===== src/rtl/fb_pkg.sv =====
// Shared constants, types and address helper for the cell framebuffer port arbiter.
package fb_pkg;

    localparam int FB_W      = 100;
    localparam int FB_H      = 75;
    localparam int CELL_LOG2 = 3;
    localparam int COLOR_W   = 3;
    localparam int ADDR_W    = 13;
    localparam int FB_CELLS  = FB_W * FB_H;

    // Cell colours, bit order {R,G,B}.
    localparam logic [COLOR_W-1:0] C_BLACK   = 3'b000;
    localparam logic [COLOR_W-1:0] C_BLUE    = 3'b001;
    localparam logic [COLOR_W-1:0] C_GREEN   = 3'b010;
    localparam logic [COLOR_W-1:0] C_CYAN    = 3'b011;
    localparam logic [COLOR_W-1:0] C_RED     = 3'b100;
    localparam logic [COLOR_W-1:0] C_MAGENTA = 3'b101;
    localparam logic [COLOR_W-1:0] C_YELLOW  = 3'b110;
    localparam logic [COLOR_W-1:0] C_WHITE   = 3'b111;

    typedef enum logic {
        IDLE = 1'b0,
        CLR  = 1'b1
    } fb_state_e;

    // Linear cell index for a pixel coordinate: row*FB_W + col, truncated to ADDR_W.
    function automatic logic [ADDR_W-1:0] cell_addr(input logic [9:0] x, input logic [9:0] y);
        return ADDR_W'((20'(y >> CELL_LOG2) * 20'(FB_W)) + 20'(x >> CELL_LOG2));
    endfunction

endpackage


===== src/rtl/fb_port_arbiter_if.sv =====
// Writer handshake and framebuffer RAM port bundle.
// master: drawing side / RAM model; slave: the port arbiter.
interface fb_port_arbiter_if;
    import fb_pkg::*;

    logic [1:0]         wr_req;
    logic [ADDR_W-1:0]  wr_addr0;
    logic [ADDR_W-1:0]  wr_addr1;
    logic [COLOR_W-1:0] wr_data0;
    logic [COLOR_W-1:0] wr_data1;
    logic [1:0]         wr_gnt;
    logic [ADDR_W-1:0]  mem_addr;
    logic               mem_we;
    logic [COLOR_W-1:0] mem_wdata;
    logic [COLOR_W-1:0] mem_rdata;

    modport master (
        output wr_req, wr_addr0, wr_addr1, wr_data0, wr_data1, mem_rdata,
        input  wr_gnt, mem_addr, mem_we, mem_wdata
    );

    modport slave (
        input  wr_req, wr_addr0, wr_addr1, wr_data0, wr_data1, mem_rdata,
        output wr_gnt, mem_addr, mem_we, mem_wdata
    );

endinterface


===== src/rtl/fb_rr_arb2.sv =====
// Two-way writer arbiter producing a one-hot grant from the eligible mask.
// Optional macro FB_ARB_FIXED_PRIO_EN: writer 0 always wins, no pointer state.
module fb_rr_arb2 (
    input  logic       clk,
    input  logic       rst_n,
    input  logic [1:0] eligible,
    input  logic       advance,
    output logic [1:0] grant
);

`ifdef FB_ARB_FIXED_PRIO_EN
    logic unused_s;
    assign unused_s = &{1'b0, clk, rst_n, advance};

    // Fixed priority: writer 0 first, writer 1 only when writer 0 is not eligible.
    always_comb begin
        grant = 2'b00;
        if (eligible[0]) begin
            grant = 2'b01;
        end else if (eligible[1]) begin
            grant = 2'b10;
        end else begin
            grant = 2'b00;
        end
    end
`else
    // prio_q==0 favours writer 0 when both are eligible.
    logic prio_q;
    logic prio_d;

    // One-hot grant; contention resolved by the pointer.
    always_comb begin
        grant = 2'b00;
        case (eligible)
            2'b01:   grant = 2'b01;
            2'b10:   grant = 2'b10;
            2'b11:   grant = prio_q ? 2'b10 : 2'b01;
            default: grant = 2'b00;
        endcase
    end

    // Pointer favours the writer not served by the last consumed grant.
    always_comb begin
        prio_d = prio_q;
        if (advance && grant[0]) begin
            prio_d = 1'b1;
        end else if (advance && grant[1]) begin
            prio_d = 1'b0;
        end else begin
            prio_d = prio_q;
        end
    end

    // Pointer register.
    always_ff @(posedge clk or negedge rst_n) begin
        if (!rst_n) begin
            prio_q <= 1'b0;
        end else begin
            prio_q <= prio_d;
        end
    end
`endif

endmodule


===== src/rtl/fb_port_arbiter.sv =====
// Single-port framebuffer owner: scan-out reads have absolute priority, free
// slots go to the clear engine (when sweeping) or to two arbitrated writers.
// Optional macro FB_ARB_FIXED_PRIO_EN selects fixed writer priority (see fb_rr_arb2).
module fb_port_arbiter
    import fb_pkg::*;
(
    input  logic               sys_clk,
    input  logic               sys_rst_n,
    input  logic [9:0]         x_coord,
    input  logic [9:0]         y_coord,
    input  logic               blank,
    output logic [COLOR_W-1:0] pix_color,
    input  logic               clr_start,
    input  logic [COLOR_W-1:0] clr_color,
    output logic               clr_busy,
    fb_port_arbiter_if.slave   port_if
);

    localparam logic [ADDR_W-1:0] CELLS_A = ADDR_W'(FB_CELLS);
    localparam logic [ADDR_W-1:0] LAST_A  = ADDR_W'(FB_CELLS - 1);

    fb_state_e          state_q, state_d;
    logic [ADDR_W-1:0]  cnt_q, cnt_d;
    logic [COLOR_W-1:0] clr_col_q, clr_col_d;
    logic               clr_busy_q, clr_busy_d;
    logic [ADDR_W-1:0]  mem_addr_q, mem_addr_d;
    logic               mem_we_q, mem_we_d;
    logic [COLOR_W-1:0] mem_wdata_q, mem_wdata_d;
    logic [1:0]         wr_gnt_q, wr_gnt_d;
    logic               scan_p1_q, scan_p2_q;
    logic               blank_p1_q, blank_p2_q;
    logic [COLOR_W-1:0] pix_q, pix_d;

    logic               scan_slot_s;
    logic [ADDR_W-1:0]  scan_addr_s;
    logic [1:0]         eligible_s;
    logic [1:0]         grant_s;
    logic               advance_s;
    logic [ADDR_W-1:0]  sel_addr_s;
    logic [COLOR_W-1:0] sel_data_s;

    assign scan_slot_s = !blank && (x_coord[CELL_LOG2-1:0] == 3'd0);
    assign scan_addr_s = cell_addr(x_coord, y_coord);
    // A writer whose grant is visible this cycle may not be granted again.
    assign eligible_s  = port_if.wr_req & ~wr_gnt_q;
    assign advance_s   = !scan_slot_s && (state_q == IDLE);
    assign sel_addr_s  = grant_s[1] ? port_if.wr_addr1 : port_if.wr_addr0;
    assign sel_data_s  = grant_s[1] ? port_if.wr_data1 : port_if.wr_data0;

    fb_rr_arb2 u_arb (
        .clk      (sys_clk),
        .rst_n    (sys_rst_n),
        .eligible (eligible_s),
        .advance  (advance_s),
        .grant    (grant_s)
    );

    // Clear-engine FSM: start only from IDLE, finish after writing the last cell.
    always_comb begin
        state_d   = state_q;
        cnt_d     = cnt_q;
        clr_col_d = clr_col_q;
        case (state_q)
            IDLE: begin
                if (clr_start) begin
                    state_d   = CLR;
                    cnt_d     = {ADDR_W{1'b0}};
                    clr_col_d = clr_color;
                end else begin
                    state_d = IDLE;
                end
            end
            CLR: begin
                if (scan_slot_s) begin
                    state_d = CLR;
                end else if (cnt_q == LAST_A) begin
                    state_d = IDLE;
                    cnt_d   = cnt_q + 13'd1;
                end else begin
                    state_d = CLR;
                    cnt_d   = cnt_q + 13'd1;
                end
            end
            default: begin
                state_d = IDLE;
            end
        endcase
        clr_busy_d = (state_d == CLR);
    end

    // RAM port usage for the next cycle: scan read, clear write or writer grant.
    always_comb begin
        mem_addr_d  = mem_addr_q;
        mem_we_d    = 1'b0;
        mem_wdata_d = mem_wdata_q;
        wr_gnt_d    = 2'b00;
        if (scan_slot_s) begin
            mem_addr_d = scan_addr_s;
        end else begin
            case (state_q)
                IDLE: begin
                    if (grant_s != 2'b00) begin
                        wr_gnt_d    = grant_s;
                        mem_addr_d  = sel_addr_s;
                        mem_wdata_d = sel_data_s;
                        // Out-of-range writes are consumed but dropped.
                        mem_we_d    = (sel_addr_s < CELLS_A);
                    end else begin
                        wr_gnt_d = 2'b00;
                    end
                end
                CLR: begin
                    mem_we_d    = 1'b1;
                    mem_addr_d  = cnt_q;
                    mem_wdata_d = clr_col_q;
                end
                default: begin
                    mem_we_d = 1'b0;
                end
            endcase
        end
    end

    // Pixel output: capture read data two edges after a scan slot, black while blanked.
    always_comb begin
        pix_d = pix_q;
        if (blank_p2_q) begin
            pix_d = C_BLACK;
        end else if (scan_p2_q) begin
            pix_d = port_if.mem_rdata;
        end else begin
            pix_d = pix_q;
        end
    end

    // State, port and pipeline registers.
    always_ff @(posedge sys_clk or negedge sys_rst_n) begin
        if (!sys_rst_n) begin
            state_q     <= IDLE;
            cnt_q       <= {ADDR_W{1'b0}};
            clr_col_q   <= {COLOR_W{1'b0}};
            clr_busy_q  <= 1'b0;
            mem_addr_q  <= {ADDR_W{1'b0}};
            mem_we_q    <= 1'b0;
            mem_wdata_q <= {COLOR_W{1'b0}};
            wr_gnt_q    <= 2'b00;
            scan_p1_q   <= 1'b0;
            scan_p2_q   <= 1'b0;
            blank_p1_q  <= 1'b0;
            blank_p2_q  <= 1'b0;
            pix_q       <= {COLOR_W{1'b0}};
        end else begin
            state_q     <= state_d;
            cnt_q       <= cnt_d;
            clr_col_q   <= clr_col_d;
            clr_busy_q  <= clr_busy_d;
            mem_addr_q  <= mem_addr_d;
            mem_we_q    <= mem_we_d;
            mem_wdata_q <= mem_wdata_d;
            wr_gnt_q    <= wr_gnt_d;
            scan_p1_q   <= scan_slot_s;
            scan_p2_q   <= scan_p1_q;
            blank_p1_q  <= blank;
            blank_p2_q  <= blank_p1_q;
            pix_q       <= pix_d;
        end
    end

    assign pix_color         = pix_q;
    assign clr_busy          = clr_busy_q;
    assign port_if.mem_addr  = mem_addr_q;
    assign port_if.mem_we    = mem_we_q;
    assign port_if.mem_wdata = mem_wdata_q;
    assign port_if.wr_gnt    = wr_gnt_q;

endmodule


===== src/flat_wrapper.sv =====
// flat-port wrapper written by rule: the top's interface ports become plain ports
module fb_port_arbiter_flat import fb_pkg::*;
  (sys_clk, sys_rst_n, x_coord, y_coord, blank, pix_color, clr_start, clr_color, clr_busy, port_if_wr_req, port_if_wr_addr0, port_if_wr_addr1, port_if_wr_data0, port_if_wr_data1, port_if_mem_rdata, port_if_wr_gnt, port_if_mem_addr, port_if_mem_we, port_if_mem_wdata);
  fb_port_arbiter_if port_if_i ();
  input  logic sys_clk;
  input  logic sys_rst_n;
  input  logic [9:0] x_coord;
  input  logic [9:0] y_coord;
  input  logic blank;
  output logic [COLOR_W-1:0] pix_color;
  input  logic clr_start;
  input  logic [COLOR_W-1:0] clr_color;
  output logic clr_busy;
  input wire logic [$bits(port_if_i.wr_req)-1:0] port_if_wr_req;
  input wire logic [$bits(port_if_i.wr_addr0)-1:0] port_if_wr_addr0;
  input wire logic [$bits(port_if_i.wr_addr1)-1:0] port_if_wr_addr1;
  input wire logic [$bits(port_if_i.wr_data0)-1:0] port_if_wr_data0;
  input wire logic [$bits(port_if_i.wr_data1)-1:0] port_if_wr_data1;
  input wire logic [$bits(port_if_i.mem_rdata)-1:0] port_if_mem_rdata;
  output wire logic [$bits(port_if_i.wr_gnt)-1:0] port_if_wr_gnt;
  output wire logic [$bits(port_if_i.mem_addr)-1:0] port_if_mem_addr;
  output wire logic [$bits(port_if_i.mem_we)-1:0] port_if_mem_we;
  output wire logic [$bits(port_if_i.mem_wdata)-1:0] port_if_mem_wdata;
  assign port_if_i.wr_req = port_if_wr_req;
  assign port_if_i.wr_addr0 = port_if_wr_addr0;
  assign port_if_i.wr_addr1 = port_if_wr_addr1;
  assign port_if_i.wr_data0 = port_if_wr_data0;
  assign port_if_i.wr_data1 = port_if_wr_data1;
  assign port_if_i.mem_rdata = port_if_mem_rdata;
  assign port_if_wr_gnt = port_if_i.wr_gnt;
  assign port_if_mem_addr = port_if_i.mem_addr;
  assign port_if_mem_we = port_if_i.mem_we;
  assign port_if_mem_wdata = port_if_i.mem_wdata;
  fb_port_arbiter u_core (.sys_clk(sys_clk), .sys_rst_n(sys_rst_n), .x_coord(x_coord), .y_coord(y_coord), .blank(blank), .pix_color(pix_color), .clr_start(clr_start), .clr_color(clr_color), .clr_busy(clr_busy), .port_if(port_if_i));
endmodule

===== config.mk =====
export PLATFORM = sky130hd
export DESIGN_NAME = fb_port_arbiter_flat
export DESIGN_NICKNAME = d
export VERILOG_FILES = /design/src/rtl/fb_pkg.sv /design/src/rtl/fb_port_arbiter_if.sv /design/src/rtl/fb_rr_arb2.sv /design/src/rtl/fb_port_arbiter.sv /design/src/flat_wrapper.sv
export SDC_FILE = /design/constraint.sdc
export NUM_CORES = 1
export LEC_CHECK = 0
export BUFFER_PORTS_ARGS = -buffer_cell sky130_fd_sc_hd__buf_2
export CAP_MARGIN = 15
export CORE_AREA = 2 2 91 71
export CTS_BUF_LIST = sky130_fd_sc_hd__clkbuf_4
export CTS_CLUSTER_SIZE = 40
export DETAILED_ROUTE_END_ITERATION = 10
export DIE_AREA = 0 0 93 73
export PLACE_DENSITY = 0.81
export SLEW_MARGIN = 20
export SYNTH_ARGS = -nofsm -noshare
export SYNTH_HDL_FRONTEND = slang
export SYNTH_SLANG_ARGS = --single-unit

===== constraint.sdc =====
create_clock -name sys_clk -period 2.2 [get_ports sys_clk]
set_input_delay 0.44 -clock sys_clk [delete_from_list [all_inputs] [get_ports sys_clk]]
set_output_delay 0.44 -clock sys_clk [all_outputs]
set_load 0.005 [all_outputs]

# Word-level counts from Yosys, hierarchy flattened
# Index checks and enable logic that the tools add are counted.
# totals
register_bits	44
input_bits	64
out_inout_bits	23
word_cells	68
# classes
add_sub_neg	2
multipliers	1
magnitude_cmp	1
eq_ne	8
mux	26
bitwise	4
reduce_logical	13
# op_table
operator	n
$mux W13	5
$pmux W13 S2	2
$add A13 B1 Y13 const B	1
$add A13 B7 Y13	1
$eq A13 B13 Y1 const B	1
$lt A13 B13 Y1 const B	1
$mux W3	4
$mul A7 B5 Y11 const B	1
$mux W2	4
$mux W1	7
$ne A2 B2 Y1 const B	3
$pmux W2 S3	1
$pmux W3 S2	1
$reduce_and A2 Y1	3
$reduce_bool A2 Y1	3
$eq A2 B2 Y1 const B	2
$logic_and A1 B1 Y1	4
$pmux W1 S2	2
$logic_not A3 Y1	1
$ne A3 B2 Y1 const B	1
$and A2 B2 Y2	1
$eq A2 B1 Y1 const B	1
$logic_not A1 Y1	2
$not A1 Y1	2
$not A2 Y2	1

# Logic depth before layout (Yosys ltp)
# depth
word_depth	9
mapped_depth	12
depth_no_buf	12

# Cells and area by module
# Synthesis repeated with hierarchy kept, for this count alone.
# hier_totals
cells_unflattened	330
area_unflattened_um2	3061.7
# by_module_without_submodules
module	instances	cells_each	area_per_inst_um2
fb_port_arbiter	1	324	3006.6
fb_rr_arb2	1	6	55.1

# Least setup slack after synthesis
# No wires, ideal clock.
# synth_timing
path_kind	input -> register
from	input y_coord[5]
to	register u_core.mem_addr_q[11], in the netlist u_core.port_if.mem_addr[11]
setup_time_ps	77
arrival_ps	2836
slack_ps	-714
cell_stages	10
path_buffers	0
path_cell_list	ha_1 -> ha_1 -> fa_1 -> ha_1 -> xnor2_1 -> nand2b_1 -> nor3_2 -> o2111ai_1 -> xor2_1 -> a21oi_1
# synth_via
elab_chain_cells	3
# synth_lines
item	line_no	rtl
start: declaration	flat_wrapper.sv:8	input logic [9:0] y_coord;
$mul A7 B5 Y11	fb_pkg.sv:28	return ADDR_W'((20'(y >> CELL_LOG2) * 20'(FB_W)) + 20'(x >> CELL_LOG2));
$add A13 B7 Y13	fb_pkg.sv:28	
$mux W13	fb_port_arbiter.sv:97	if (scan_slot_s) begin
end signal: assignment	fb_port_arbiter.sv:143	mem_addr_q <= {ADDR_W{1'b0}};
end signal: assignment	fb_port_arbiter.sv:157	mem_addr_q <= mem_addr_d;
end: declaration	fb_port_arbiter.sv:26	logic [ADDR_W-1:0] mem_addr_q, mem_addr_d;
# Every way passes these cells.
# A chain may end at the register's enable or synchronous reset.

# Worst setup path in the final report
# layout_timing
from	input y_coord[4]
to	register u_core.mem_addr_q[12], in the netlist u_core.port_if.mem_addr[12]
# Same word-level chain as after synthesis.

==> metrics <==
CTS tree=built; Clock Sinks=44; Final Net Count=528; fin crit period=2.58 ns; Fin Clk Skew=0.00846 ns; initial antenna violation count=0; Clock Latency Late Sink=0.39 ns; GP Congestion=0.954; Initial Util=51.5%; nature of the critical path endpoint=register; status=complete, but fails checks; max incr delay on CP=0.51 ns; Pre-Repair DR Iteration Count=7; Yosys cell types=52; synth warn=0; Diodes inserted=0; via count=3041; fmax=387 MHz; Slew headroom=58.0%; setup_tns=-1.29 ns; Peak VDD IR=312 uV; Die ar.=6790 um2; CP Max Fanout=4; syn_area_per_cell=9.46 um2; DP Worst Slack=-0.852 ns; Remaining DRCs=0; Leak=0.00197 uW; Setup-failing EPs final=4; Post-DP Area=3840 um2; Min Hold Slack=0.112 ns; Post-synth EDFFs=0; MaxCap Viol Count=0; dpl cells=502; setup ws final=-0.384 ns; vias in the first global route=2902; Crit path arrival time=2.88 ns; port bufs=83; htree depth=2; Final Hold Viols=0; vias per cell=5.92; Area growth, synth to finish=33.6%; Max Slew Vio Count=0; num rows=25; CTS clock-pin slew for the worst setup and hold paths=0.15 ns; cts bufs inserted=5; CP cell instances=buf_4 > ha_1 > ha_4 > fa_1 > ha_4 > o21ai_4 > o211ai_1 > or3b_4 > o2111ai_2 > xnor2_1 > a21oi_1; P per Cell Area=697 nW/um2; clock buffer depth=2; Worst Max-Slew Pin Slew=0.630 ns; Hold Path Class=in -> async; CP delay by family, top=adder cells; post-synthesis async set-or-reset flop share=100%; CP Class=in -> reg; largest net degree at the start of global routing=45; GRT overflow=0; Syn Nets=423; first-pass GRT wire length=13.4 mm; Clock Tree Root=clkbuf_4; post-layout instance area=4130 um2; die width=93 um; unrepaired setup endpoints after global routing=yes; post-detail-place hpwl=6.15 mm; Core ar.=6010 um2; initial drt markers=228; io pins=87; Finished Layout Cells=514; Seq/Total Area, Yosys=35.6%; Die Ht=73 um; WL/cell=17.7 um; Final ANT Viol Nets=0; WP buf/inv=1; post-synthesis register bit count=44; Crit-path slowest cell=fa_1; Final period util=117%; CP most frequent cell=ha_4; post-synthesis cell count=327; share of cells above drive strength 1=37.4%; crit start category=primary input; WL final=9.10 mm; failing checks=setup timing; Global Route Usage Sum=25.5%; flop-to-flop setup slack=0.25 ns; required time worst endpoint=2.49 ns; Post-synth top flop=dfrtp_1; synthesized cell area=3090 um2
==> report_power, final <==
group / leakage (uW) / internal [uW] / switching (uW) / total, uW
clock network: 0.0000418 / 243 / 311 / 554
logic: 0.00136 / 640 / 635 / 1280
registers: 0.000567 / 921 / 129 / 1050
total: 0.00197 / 1800 / 1080 / 2880
==> metrics by stage <==
stage / utilization [%] / total power [uW]
final: 68.8 / 2880
after global routing: 68.8 / 3020
after CTS: 67.3 / 2730
after detailed placement: 64.0 / 2120
after global placement: 64.0 / 2070
after floorplan: - / 1720
==> cell usage after synthesis (6+ instances only) <==
library cell	instances	area, um2
a21oi_1	17	85.1
xnor2_1	6	52.6
dfrtp_1	44	1100
nor2_1	26	97.6
ha_1	29	363
a211oi_1	17	128
nand2_1	27	101
mux2i_1	27	270
o21ai_0	22	110
xor2_1	7	61.3
clkbuf_1	9	33.8
nand3_1	13	65.1
inv_1	15	56.3
==> cell type report <==
type,instances,area (um2)
clock inverters,3,46.3
inverters,15,56.3
multi-input cells,253,2100
well taps,81,101
clock buffers,5,37.5
fillers,458,1870
flip-flops and latches,44,1100
repair buffers,113,688
==> what timing repair did <==
item,4_1_cts,5_1_grt
endpoints found under the setup margin,5,5
hold buffers,0,0
pin swaps,15,19
setup buffers,3,1
resized for setup,18,11
==> layout by cell type, fill, tap and decap left out, drive strengths merged, types with 5 or more instances in the layout <==
cell type,n
clkbuf,5
nand2,28
inv,16
dfrtp,44
a21oi,17
nor2,26
buf,113
a211oi,18
xor2,7
nand3,13
ha,29
o21ai,23
xnor2,6
mux2i,27
==> state kept, by name (all words and copies together), names as in the netlist <==
signal and cells:
u_core.state_q 1, u_core.blank_p2_q 1, u_core.port_if.mem_wdata 3, u_core.clr_col_q 3
u_core.scan_p2_q 1, u_core.cnt_q 13, u_core.scan_p1_q 1, u_core.port_if.mem_we 1
u_core.blank_p1_q 1, u_core.port_if.wr_gnt 2, u_core.port_if.mem_addr 13, u_core.u_arb.prio_q 1
u_core.pix_color 3
==> worst paths after layout <==
kind	from	cells past startpoint	to
setup / recovery	y_coord[4]	11	u_core.port_if.mem_addr[12]
hold / removal	sys_rst_n	2	u_core.cnt_q[4]
setup reg to reg	u_core.state_q	5	u_core.cnt_q[8]
hold reg to reg	u_core.scan_p1_q	0	u_core.scan_p2_q
max in group asynchronous	sys_rst_n	2	u_core.port_if.mem_we
min in group sys_clk	blank	1	u_core.blank_p1_q
==> cells by family (layout without fill, tap and decap cells) <==
group | count (synthesis) | after routing | share of synthesized area [%]
and+or+nand+nor | 94 | 94 | 14.8
DFF | 44 | 44 | 35.6
muxes | 30 | 30 | 9.83
AOI/OAI and AO/OA | 84 | 84 | 18.1
xor gates and xnor gates | 13 | 13 | 3.68
buffers and inverters | 30 | 136 | 4.33
adders and majority gates | 32 | 32 | 13.7
==> routing by layer <==
layer / vias to the layer above / GRT usage (%) / wire length (um)
li1: 1398 / - / -
met1: 1438 / 32.4 / 3720
met2: 165 / 43.4 / 4210
met3: 40 / 4.13 / 722
met4: 0 / 11.3 / 448
met5: - / 0 / 0
(Power assumes the default switching activity.)
